--- src/rtl/lock_pkg.sv ---
// Shared constants and state encoding for the code-lock controller.
// Latency: n/a (declarations only).
// Backpressure: n/a.
package lock_pkg;

  localparam int UNLOCK_CYCLES_DEF  = 8;
  localparam int MAX_FAIL_DEF       = 3;
  localparam int LOCKOUT_CYCLES_DEF = 16;

  typedef enum logic [1:0] {
    ST_IDLE    = 2'd0,
    ST_OPEN    = 2'd1,
    ST_FAIL    = 2'd2,
    ST_LOCKOUT = 2'd3
  } state_t;

  function automatic int max_int(input int a, input int b);
    return (a > b) ? a : b;
  endfunction

endpackage

--- src/rtl/lock_timer.sv ---
// Loadable down-counter with a zero flag; shared by the OPEN and LOCKOUT dwell periods.
// Latency: load/decrement visible one cycle after the edge that samples them.
// Backpressure: none; holds at zero instead of underflowing.
module lock_timer #(
  parameter int W = 4
) (
  input  logic         clk,
  input  logic         rst,
  input  logic         i_load,
  input  logic [W-1:0] i_value,
  input  logic         i_en,
  output logic         o_zero
);

  logic [W-1:0] r_count;

  // Load wins over decrement; decrement stops at zero.
  always_ff @(posedge clk) begin
    if (rst) begin
      r_count <= '0;
    end else if (i_load) begin
      r_count <= i_value;
    end else if (i_en && (r_count != '0)) begin
      r_count <= r_count - W'(1);
    end
  end

  assign o_zero = (r_count == '0);

endmodule

--- src/rtl/lock_ctrl.sv ---
// Code-lock FSM: evaluates comparator flags on a try strobe, opens, counts failures.
// Latency: outputs change one cycle after the try cycle; all outputs are Moore-decoded.
// Backpressure: try is only sampled in IDLE (busy=0); tries in other states are dropped.
// Optional: define LOCK_CTRL_LOCKOUT_EN to add the LOCKOUT state and alarm output.
module lock_ctrl
  import lock_pkg::*;
#(
  parameter int UNLOCK_CYCLES  = UNLOCK_CYCLES_DEF,
  parameter int MAX_FAIL       = MAX_FAIL_DEF,
  parameter int LOCKOUT_CYCLES = LOCKOUT_CYCLES_DEF
) (
  input  logic       clk,
  input  logic       rst,
  input  logic       try,
  input  logic       equal,
  input  logic       not_equal,
  output logic       unlocked,
  output logic       err,
  output logic       alarm,
  output logic       busy,
  output logic [1:0] fail_cnt
);

  // Timer must hold the longer of the two dwell periods.
  localparam int         TW         = $clog2(max_int(UNLOCK_CYCLES, LOCKOUT_CYCLES) + 1);
  localparam logic [1:0] MAX_FAIL_W = 2'(MAX_FAIL);

  state_t          r_state;
  state_t          w_state_nxt;
  logic [1:0]      r_fail_cnt;
  logic [1:0]      w_fail_nxt;
  logic [1:0]      w_fail_inc;
  logic            w_match;
  logic            w_tmr_load;
  logic [TW-1:0]   w_tmr_value;
  logic            w_tmr_en;
  logic            w_tmr_zero;

  // A match needs both flags consistent; every other combination is a failure.
  assign w_match    = equal & ~not_equal;
  assign w_fail_inc = (r_fail_cnt == MAX_FAIL_W) ? r_fail_cnt : (r_fail_cnt + 2'd1);

  lock_timer #(.W(TW)) u_timer (
    .clk     (clk),
    .rst     (rst),
    .i_load  (w_tmr_load),
    .i_value (w_tmr_value),
    .i_en    (w_tmr_en),
    .o_zero  (w_tmr_zero)
  );

  // State and failure counter registers.
  always_ff @(posedge clk) begin
    if (rst) begin
      r_state    <= ST_IDLE;
      r_fail_cnt <= 2'd0;
    end else begin
      r_state    <= w_state_nxt;
      r_fail_cnt <= w_fail_nxt;
    end
  end

  // Next-state, failure count and timer control.
  always_comb begin
    w_state_nxt = r_state;
    w_fail_nxt  = r_fail_cnt;
    w_tmr_load  = 1'b0;
    w_tmr_value = '0;
    w_tmr_en    = 1'b0;
    case (r_state)
      ST_IDLE: begin
        if (try) begin
          if (w_match) begin
            w_state_nxt = ST_OPEN;
            w_fail_nxt  = 2'd0;
            w_tmr_load  = 1'b1;
            w_tmr_value = TW'(UNLOCK_CYCLES - 1);
          end else begin
            w_fail_nxt  = w_fail_inc;
            w_state_nxt = ST_FAIL;
`ifdef LOCK_CTRL_LOCKOUT_EN
            if (w_fail_inc == MAX_FAIL_W) begin
              w_state_nxt = ST_LOCKOUT;
              w_tmr_load  = 1'b1;
              w_tmr_value = TW'(LOCKOUT_CYCLES - 1);
            end
`endif
          end
        end
      end
      ST_OPEN: begin
        if (w_tmr_zero) w_state_nxt = ST_IDLE;
        else            w_tmr_en    = 1'b1;
      end
      ST_FAIL: begin
        w_state_nxt = ST_IDLE;
      end
`ifdef LOCK_CTRL_LOCKOUT_EN
      ST_LOCKOUT: begin
        if (w_tmr_zero) begin
          w_state_nxt = ST_IDLE;
          w_fail_nxt  = 2'd0;
        end else begin
          w_tmr_en = 1'b1;
        end
      end
`endif
      default: w_state_nxt = ST_IDLE;
    endcase
  end

  assign unlocked = (r_state == ST_OPEN);
  assign busy     = (r_state != ST_IDLE);
  assign fail_cnt = r_fail_cnt;

`ifdef LOCK_CTRL_LOCKOUT_EN
  logic r_lock_first;

  // Flags the first lockout cycle so the triggering failure still pulses err.
  always_ff @(posedge clk) begin
    if (rst) r_lock_first <= 1'b0;
    else     r_lock_first <= (r_state == ST_IDLE) && (w_state_nxt == ST_LOCKOUT);
  end

  assign err   = (r_state == ST_FAIL) | r_lock_first;
  assign alarm = (r_state == ST_LOCKOUT);
`else
  assign err   = (r_state == ST_FAIL);
  assign alarm = 1'b0;
`endif

endmodule
--- config.mk ---
export PLATFORM = sky130hd
export DESIGN_NAME = lock_ctrl
export DESIGN_NICKNAME = d
export VERILOG_FILES = /design/src/rtl/lock_pkg.sv /design/src/rtl/lock_timer.sv /design/src/rtl/lock_ctrl.sv
export SDC_FILE = /design/constraint.sdc
export NUM_CORES = 1
export LEC_CHECK = 0
export CAP_MARGIN = 20
export CORE_AREA = 4 4 41 43
export DETAILED_ROUTE_END_ITERATION = 8
export DIE_AREA = 0 0 45 47
export SYNTH_ARGS = -nofsm -noshare
export SYNTH_HDL_FRONTEND = slang
export SYNTH_SLANG_ARGS = --single-unit
--- constraint.sdc ---
create_clock -name clk -period 2.3 [get_ports clk]
set_input_delay 0.46 -clock clk [delete_from_list [all_inputs] [get_ports clk]]
set_output_delay 0.46 -clock clk [all_outputs]
set_load 0.01 [all_outputs]
==> key figures, run 1 <==
Floorplan
  – Die area: 2115 sq um
  – Die height: 47 microns
  – Core area: 1301 sq um
  – Row cnt: 13
  – Starting Density: 37.79%
  – Io pins: 11
  – Die width: 45 microns

Logic synthesis
  – Post-synthesis cell count: 57
  – Area leader, netlist: dfxtp_1
  – Syn nets: 64
  – Top_reg_cell synth: dfxtp_1
  – Synth top area cells: dfxtp_1 37%, nor2b_1 6.4%, ha_1 5.1%
  – Netlist cell types: 30
  – Yosys reg bits: 9
  – Syn avg cell area: 8.627 sq um
  – Post-synth top area share: 36.64%
  – Yosys warns: 0
  – Async set-reset flop share out of synthesis: 0%
  – Post-Syn Area: 491.7 sq um
  – Number of synthesized flops with an enable pin: 0
  – Register area share after synthesis: 36.64%

Global routing
  – First-pass GRT wire length: 1497 microns
  – Global route hottest layer: met1
  – Vias in the first global route: 356
  – Global Route met2 Usage: 12.71%
  – Grt ovf: 0
  – M1 GR Usage: 13.10%
  – Largest net degree at the start of global routing: 15
  – Met3 Use GR: 4.981%
  – Total GRT Usage: 10.31%
  – Initial antenna violation count: 0

Power
  – Sequential Power Share: 47.2%
  – Switching Share: 26.44%
  – Net switching power: 0.09593 mW
  – Design Power: 0.3629 mW
  – VDD IR max: 0.1998 mV
  – Internal Power: 0.2669 mW
  – P per Cell Area: 601.7 nW/um^2
  – Power share of the clock group: 34.0%
  – Leak pwr: 0.2302 nW
  – Combinational Power Share: 18.8%

Placed design
  – Dpl cells: 77
  – Port buffer count: 9
  – DP HPWL: 701.3 microns
  – Routability Congestion: 0.6817

Clocking
  – CTS tree: yes
  – Reg clk slew, reported paths: 0.06 ns
  – CTS sink count: 9
  – Number of post-CTS setup repair buffers: 0
  – Num CTS Buffers: 3
  – Htree depth: 1
  – Clk buf depth: 2
  – Clock root buffer: clkbuf_4
  – Post_cts resized: 0
  – Post-CTS Hold Fix Bufs: 0
  – Skew-Pair Late Insertion Delay: 0.26 ns

Cells and area
  – Cell Count, Final, Fillers Out: 81
  – P&R area growth vs syn: 22.65%
  – Nets: 74
  – Layout cells sized above 1: 7.576%
  – Most frequent cells in the layout: 9 x dfxtp_1, 9 x clkdlybuf4s50_1, 5 x nor2b_1, 4 x nand2b_1
  – Diodes inserted: 0

Worst setup path
  – Worst setup SP type: flop
  – Setup Crit Path Kind: flop to primary output
  – CP cell instances: nor2b_1 > buf_4 > clkdlybuf4s50_1
  – WP buf/inv: 2
  – CP max-delay cell: clkdlybuf4s50_1
  – Required @ worst endpoint: 1.84 ns
  – CP Data Arrival Time: 1.45 ns
  – Worst setup EP type: primary output
  – Family with the most delay on the worst path: buffers and inverters
  – Crit-path max FO: 7
  – Crit-path max cell delay: 0.53 ns

Routing
  – # DRC: 0
  – DR vias/cell: 5.074
  – DR iter-0 viols: 11
  – Post-DRT Antenna Nets: 0
  – Routed vias: 411
  – Total Wirelength: 917 microns
  – Wirelength per Cell: 11.32 microns
  – DR pass1 iterations: 4

STA
  – Setup TNS: 0 ns
  – Max-slew violations: 0
  – Period utilization: 82.96%
  – Worst Skew: 0.006551 ns
  – Final min period: 1.908 ns
  – Highest clock rate: 524.1 MHz
  – RSZ-0062 raised after global routing: no
  – Hold Violations, Final: 0
  – Final Setup Violations: 0
  – Hold_ws: 0.4496 ns

Run
  – Max Cap Violations: 0

Worst hold path
  – Hold/Removal Path Class: flop to flop

Outcome
  – Status: finished clean
[per-stage QoR]
step                util, %  setup WS (ns)  cell area (sq um)
floorplan                 -         0.7566              491.7
global placement      44.33         0.3956              576.8
detailed placement    44.33         0.3687              576.8
CTS                   46.35         0.3770              603.1
global route          46.35         0.2498              603.1
finish                46.35         0.3918              603.1
[sequential cells by signal, summed over array words and instances (netlist names)]
name,cells
fail_cnt,2
u_timer.r_count,5
r_state,2
[final timing paths]
path / from / to / cells after the start / slack (ns)
hold reg to reg: u_timer.r_count[4] / u_timer.r_count[4] / 2 / 0.45
setup / recovery: r_state[0] / unlocked / 3 / 0.39
setup reg to reg: u_timer.r_count[0] / u_timer.r_count[1] / 5 / 0.65
hold / removal: u_timer.r_count[4] / u_timer.r_count[4] / 2 / 0.45
[kinds of logic (layout without fill, tap and decap cells)]
kind of cell	Yosys count	in the layout	synth area share, %
AOI/OAI and AO/OA	12	12	16.80
muxes	1	1	2.036
and+or+nand+nor	25	25	30.79
other	1	1	0.7626
buffers and inverters	7	16	7.889
DFF	9	9	36.64
adders and majority gates	2	2	5.088
[power by group through the flow]
stage               Sequential, mW  Combinational, mW  Clock (mW)
finish                       0.171             0.0684       0.123
global route                 0.173             0.0758       0.137
CTS                          0.171             0.0685       0.128
detailed placement           0.175             0.0681           0
global placement             0.175             0.0681           0
floorplan                    0.174             0.0465           0
[worst reg2reg max path, stage by stage (launching register included)]
cell and delay (ns):
dfxtp_1 0.31, inv_1 0.09, ha_1 0.20, or4b_1 0.55, a211o_1 0.33, o311ai_1 0.08
[synthesized netlist by cell type (2+ instances only)]
cell type / count
a21oi_1: 2
a31oi_1: 2
clkbuf_1: 2
dfxtp_1: 9
ha_1: 2
inv_1: 2
nand2_1: 2
nand2b_1: 4
nand3_1: 2
nor2_1: 2
nor2b_1: 5
nor3_1: 3
o21ai_0: 2
o2bb2ai_1: 2
[final cells by class]
class	instances	area (sq um)
clock buffers	4	26.28
fillers	142	698.2
inverters	2	7.507
multi-input cells	41	272.8
flip-flops and latches	9	180.2
well taps	15	18.77
repair buffers	10	97.59
[layer usage]
metal	vias to the layer above	part of all wire [%]
met5	-	0
li1	219	-
met4	0	3.2
met1	173	51
met2	16	38
met3	3	7.7
No activity file was read; power rests on OpenSTA's default activity.
==> run 2, diff against run 1 <==
Clock period 2.3 ns to 1.7 ns, I/O delays scaled along.
==> run 2 against run 1 <==
Net effect:
- total power increased by 37%
- sequential share of layout area fell by 0.64 points
- final cell count up 2.5%
- register-to-register slack lost 0.52 ns
- sequential power up 36%
- via count grew 5.8%
- sequential cell count unchanged
- first-iteration DRC count is 9.1% higher
- global-route usage increased by 0.46 points
- highest routed layer unchanged
==> key figures, run 2 (synthesis gave the netlist of run 1 again) <==
Outcome
  – Status: finished clean

Power
  – Power share of the clock group: 34.0%
  – Leak pwr: 0.2480 nW
  – Sequential Power Share: 46.7%
  – P per Cell Area: 801.5 nW/um^2
  – Switching Share: 26.43%
  – Net switching power: 0.1315 mW
  – Internal Power: 0.3660 mW
  – Combinational Power Share: 19.3%
  – VDD IR max: 0.3258 mV

Cells and area
  – Top reg by flops: u_timer.r_count
  – Most frequent cells in the layout: 8 x dfxtp_1, 7 x clkdlybuf4s50_1, 5 x nor2b_1, 4 x nand2b_1
  – Finished Core Util: 47.69%
  – Nets: 76
  – Filler cell count: 128
  – Layout cells sized above 1: 13.24%
  – Max reg flops: 5
  – Commonest non-fill, non-tap cell in the layout: dfxtp_1
  – Sequential cell area: 181.4 sq um
  – P&R area growth vs syn: 26.21%
  – Area of the multi-input gates: 276.5 sq um
  – Diodes inserted: 0

Floorplan
  – Die width: 45 microns
  – Die height: 47 microns
  – Row cnt: 13
  – Core area: 1301 sq um
  – Starting Density: 37.79%
  – Io pins: 11
  – Die area: 2115 sq um

STA
  – Highest clock rate: 616.8 MHz
  – RSZ-0062 raised after global routing: no
  – Setup TNS: 0 ns
  – Hold Violations, Final: 0
  – Period utilization: 95.37%
  – Worst Skew: 0.01105 ns
  – Max-slew violations: 0
  – Final Setup Violations: 0
  – Final min period: 1.621 ns

Clocking
  – CTS sink count: 9
  – Num CTS Buffers: 3
  – Reg clk slew, reported paths: 0.07 ns
  – Htree depth: 1
  – Clk buf depth: 2
  – Clock root buffer: clkbuf_4
  – Number of post-CTS setup repair buffers: 0
  – Post-CTS Hold Fix Bufs: 0
  – CTS tree: yes
  – Skew-Pair Late Insertion Delay: 0.27 ns

Routing
  – Total Wirelength: 911 microns
  – Wirelength per Cell: 10.98 microns
  – # DRC: 0
  – Routed vias: 435
  – DR iter-0 viols: 12
  – DR vias/cell: 5.241
  – Post-DRT Antenna Nets: 0
  – DR pass1 iterations: 4

Global routing
  – Vias in the first global route: 398
  – Largest net degree at the start of global routing: 8
  – Grt ovf: 0
  – First-pass GRT wire length: 1573 microns
  – Total GRT Usage: 10.77%
  – Initial antenna violation count: 0

Worst setup path
  – CP Data Arrival Time: 1.28 ns
  – FF-to-FF Start: u_timer.r_count[0]
  – Worst setup EP type: primary output
  – Critical Path Start: r_state[1]
  – Setup Crit Path Kind: flop to primary output
  – Worst setup SP type: flop
  – Required @ worst endpoint: 1.36 ns
  – Crit-path max FO: 5

Placed design
  – Routability Congestion: 0.7010
  – DP HPWL: 704.3 microns
  – Port buffer count: 9

Worst hold path
  – Hold/Removal Path Class: flop to flop
  – Beginning of the worst hold path: u_timer.r_count[4]

Run
  – Max Cap Violations: 0
## run 2: cell types whose count changed in the layout (fill, tap and decap cells not counted), sizes merged
cell           delta
dlygate4sd2       +2
clkdlybuf4s50     -2
buf               +2
## run 2: metal layers
layer	vias to the layer above	part of all wire [%]	global-route usage, %
met5	-	0	0
met4	0	4.2	10.53
met3	5	5.0	3.448
met2	12	39	14.12
met1	197	52	13.50
li1	221	-	-
## run 2: critical path, cell delays in order, from the launching register on
cell and delay, ns:
dfxtp_2 0.35, nor2b_1 0.12, clkdlybuf4s50_1 0.53
## run 2: final cells by class
type,count,area share [%]
tap,15,3.024
clock buffer,4,4.234
sequential,9,29.23
multi-input combinational,41,44.56
timing repair buffer,12,17.74
inverter,2,1.210
## run 2: timing repair
action	in CTS	in global routing
resized for setup	2	2
endpoints found under the setup margin	2	2
hold endpoints to repair	0	0
## run 2: metrics by stage
step | area [sq um] | instances | hold slack [ns] | setup slack, ns | total power, mW
after floorplan | 491.7 | 57 | 0.4279 | 0.1566 | 0.2989
after global placement | 591.8 | 79 | 0.4364 | -0.05244 | 0.3328
after detailed placement | 591.8 | 79 | 0.4510 | -0.06215 | 0.3310
after CTS | 615.6 | 83 | 0.4600 | 0.01556 | 0.5018
after global routing | 620.6 | 83 | 0.5000 | 0.00007994 | 0.5294
final | 620.6 | 83 | 0.4599 | 0.07878 | 0.4974
## run 2: final timing paths
| path | end | slack (ns) | depth (start not counted) |
|---|---|---|---|
| worst max-delay path | err | 0.08 | 2 |
| worst min-delay path | u_timer.r_count[4] | 0.46 | 2 |
| worst min register to register | u_timer.r_count[4] | 0.46 | 2 |
| worst max register to register | u_timer.r_count[1] | 0.13 | 5 |
## run 2: power groups by stage
stage	sequential (mW)	combinational [mW]	clock, mW
after global routing	0.235	0.107	0.188
after detailed placement	0.236	0.0945	0
after global placement	0.237	0.0957	0
after CTS	0.232	0.0925	0.177
final	0.233	0.0959	0.169
after floorplan	0.236	0.0629	0
==> run 3, diff against run 2 <==
Settings changed: CORE_AREA 4 4 41 43 to 2 2 39 41, DIE_AREA 0 0 45 47 to 0 0 41 43.
==> run 3 against run 2 <==
Net effect:
- clock-buffer cell count did not move
- die area fell by 17%
- clock power barely moved
- design area rose by 3.8%
- sequential cell count did not move
- highest routed layer unchanged
- non-clock buffer count rose by 3
- global-route usage rose by 3.4 points
- worst hold slack barely moved
- clock skew fell by 0.0080 ns
==> key figures, run 3 (synthesis gave the netlist of run 1 again) <==
Routing
  – Wirelength per Cell: 10.55 microns
  – Routed vias: 440
  – # DRC: 0
  – Post-DRT Antenna Nets: 0
  – DR vias/cell: 5.057
  – Total Wirelength: 918 microns
  – DR iter-0 viols: 2
  – DR pass1 iterations: 2

Floorplan
  – Row cnt: 14
  – Io pins: 11
  – Starting Density: 35.53%
  – Die width: 41 microns
  – Die height: 43 microns
  – Core area: 1384 sq um
  – Die area: 1763 sq um

Placed design
  – Routability Congestion: 0.7223
  – Area after DPL: 615.6 sq um
  – Port buffer count: 9
  – DP HPWL: 719.9 microns
  – Dpl cells: 83
  – Pre-CTS setup slack: -0.04141 ns

Clocking
  – Skew-Pair Late Insertion Delay: 0.26 ns
  – Clk buf depth: 2
  – CTS sink count: 9
  – Clock root buffer: clkbuf_4
  – Htree depth: 1
  – CTS tree: yes
  – Num CTS Buffers: 3
  – Reg clk slew, reported paths: 0.06 ns

Global routing
  – Total GRT Usage: 14.19%
  – Largest net degree at the start of global routing: 7
  – Initial antenna violation count: 0
  – First-pass GRT wire length: 1614 microns
  – Vias in the first global route: 440
  – Grt ovf: 0

Worst setup path
  – FF-to-FF Start: u_timer.r_count[0]
  – Worst setup SP type: flop
  – Reg2Reg Depth: 5
  – R2r endpoint: u_timer.r_count[1]
  – Critical Path Start: r_state[1]
  – Crit-path max FO: 5
  – FF-to-FF setup slack: 0.17 ns
  – Setup Crit Path Kind: flop to primary output
  – CP Data Arrival Time: 1.26 ns
  – Worst setup EP type: primary output
  – Required @ worst endpoint: 1.36 ns

Power
  – VDD IR max: 0.3926 mV
  – P per Cell Area: 782.3 nW/um^2
  – Leak pwr: 0.2617 nW
  – Design Power: 0.5041 mW

STA
  – Hold_ws: 0.4602 ns
  – Hold Violations, Final: 0
  – Final min period: 1.601 ns
  – Setup ws final: 0.09880 ns
  – Worst Skew: 0.003086 ns
  – RSZ-0062 raised after global routing: no
  – Max-slew violations: 0
  – Period utilization: 94.19%
  – Final Setup Violations: 0
  – Setup TNS: 0 ns
  – Highest clock rate: 624.5 MHz

Cells and area
  – Final instance area: 644.4 sq um
  – Finished Core Util: 46.56%
  – Diodes inserted: 0
  – Filler cell count: 143
  – P&R area growth vs syn: 31.04%
  – Most frequent cells in the layout: 8 x dfxtp_1, 7 x clkdlybuf4s50_1, 6 x buf_4, 5 x nor2b_1, 4 x nand2b_1
  – Cell Count, Final, Fillers Out: 87
  – Commonest non-fill, non-tap cell in the layout: dfxtp_1
  – Layout cells sized above 1: 16.90%
  – Top reg by flops: u_timer.r_count
  – Max reg flops: 5
  – Nets: 79

Outcome
  – Status: finished clean

Run
  – Max Cap Violations: 0

Worst hold path
  – Worst Hold End: u_timer.r_count[4]
  – Worst Hold Depth: 2
  – Beginning of the worst hold path: u_timer.r_count[4]
  – Hold/Removal Path Class: flop to flop
[run 3: cell types whose count changed in the layout (fill, tap and decap cells not counted), sizes merged]
cell	delta
buf	+3
[run 3: critical path, stage by stage (launching register included)]
cell	delay, ns
dfxtp_2	0.34
nor2b_1	0.12
clkdlybuf4s50_1	0.53
[run 3: repair_timing]
| action | 4_1_cts | 5_1_grt |
|---|---|---|
| resized for setup | 2 | 2 |
| hold buffers | 0 | 0 |
| pin swaps | 0 | 0 |
| setup buffers | 0 | 0 |
| setup endpoints to repair | 2 | 2 |
[run 3: how the worst max path moves through the flow]
stage                     slack [ns]                 end  cells after the start
final                            0.1                 err                      2
after global routing            0.04                 err                      2
after CTS                       0.04                 err                      2
after detailed placement       -0.04  u_timer.r_count[3]                      5
after global placement         -0.02         fail_cnt[1]                      5
after floorplan                 0.16  u_timer.r_count[1]                      6
[run 3: report_power, final]
| part | total [mW] | internal [mW] | switching (mW) |
|---|---|---|---|
| sequential | 0.232 | 0.223 | 0.00948 |
| combinational | 0.106 | 0.0602 | 0.0454 |
| clock | 0.166 | 0.0905 | 0.0758 |
| total | 0.504 | 0.373 | 0.131 |
[run 3: area by class of cell]
cell class                      instances  area (sq um)  share of cell area [%]
Timing Repair Buffer                   15         132.6                   20.58
Inverter                                2         7.507                   1.165
Tap cell                               16         20.02                   3.107
Clock buffer                            4         26.28                   4.078
Multi-Input combinational cell         41         276.5                   42.91
Sequential cell                         9         181.4                   28.16
[run 3: metal layers]
layer | vias up | part of all wire, % | GRT usage, %
met1 | 195 | 46 | 15.86
met5 | - | 0 | 0
met4 | 0 | 4.5 | 12.00
met3 | 5 | 5.4 | 6.283
met2 | 10 | 44 | 19.38
li1 | 230 | - | -
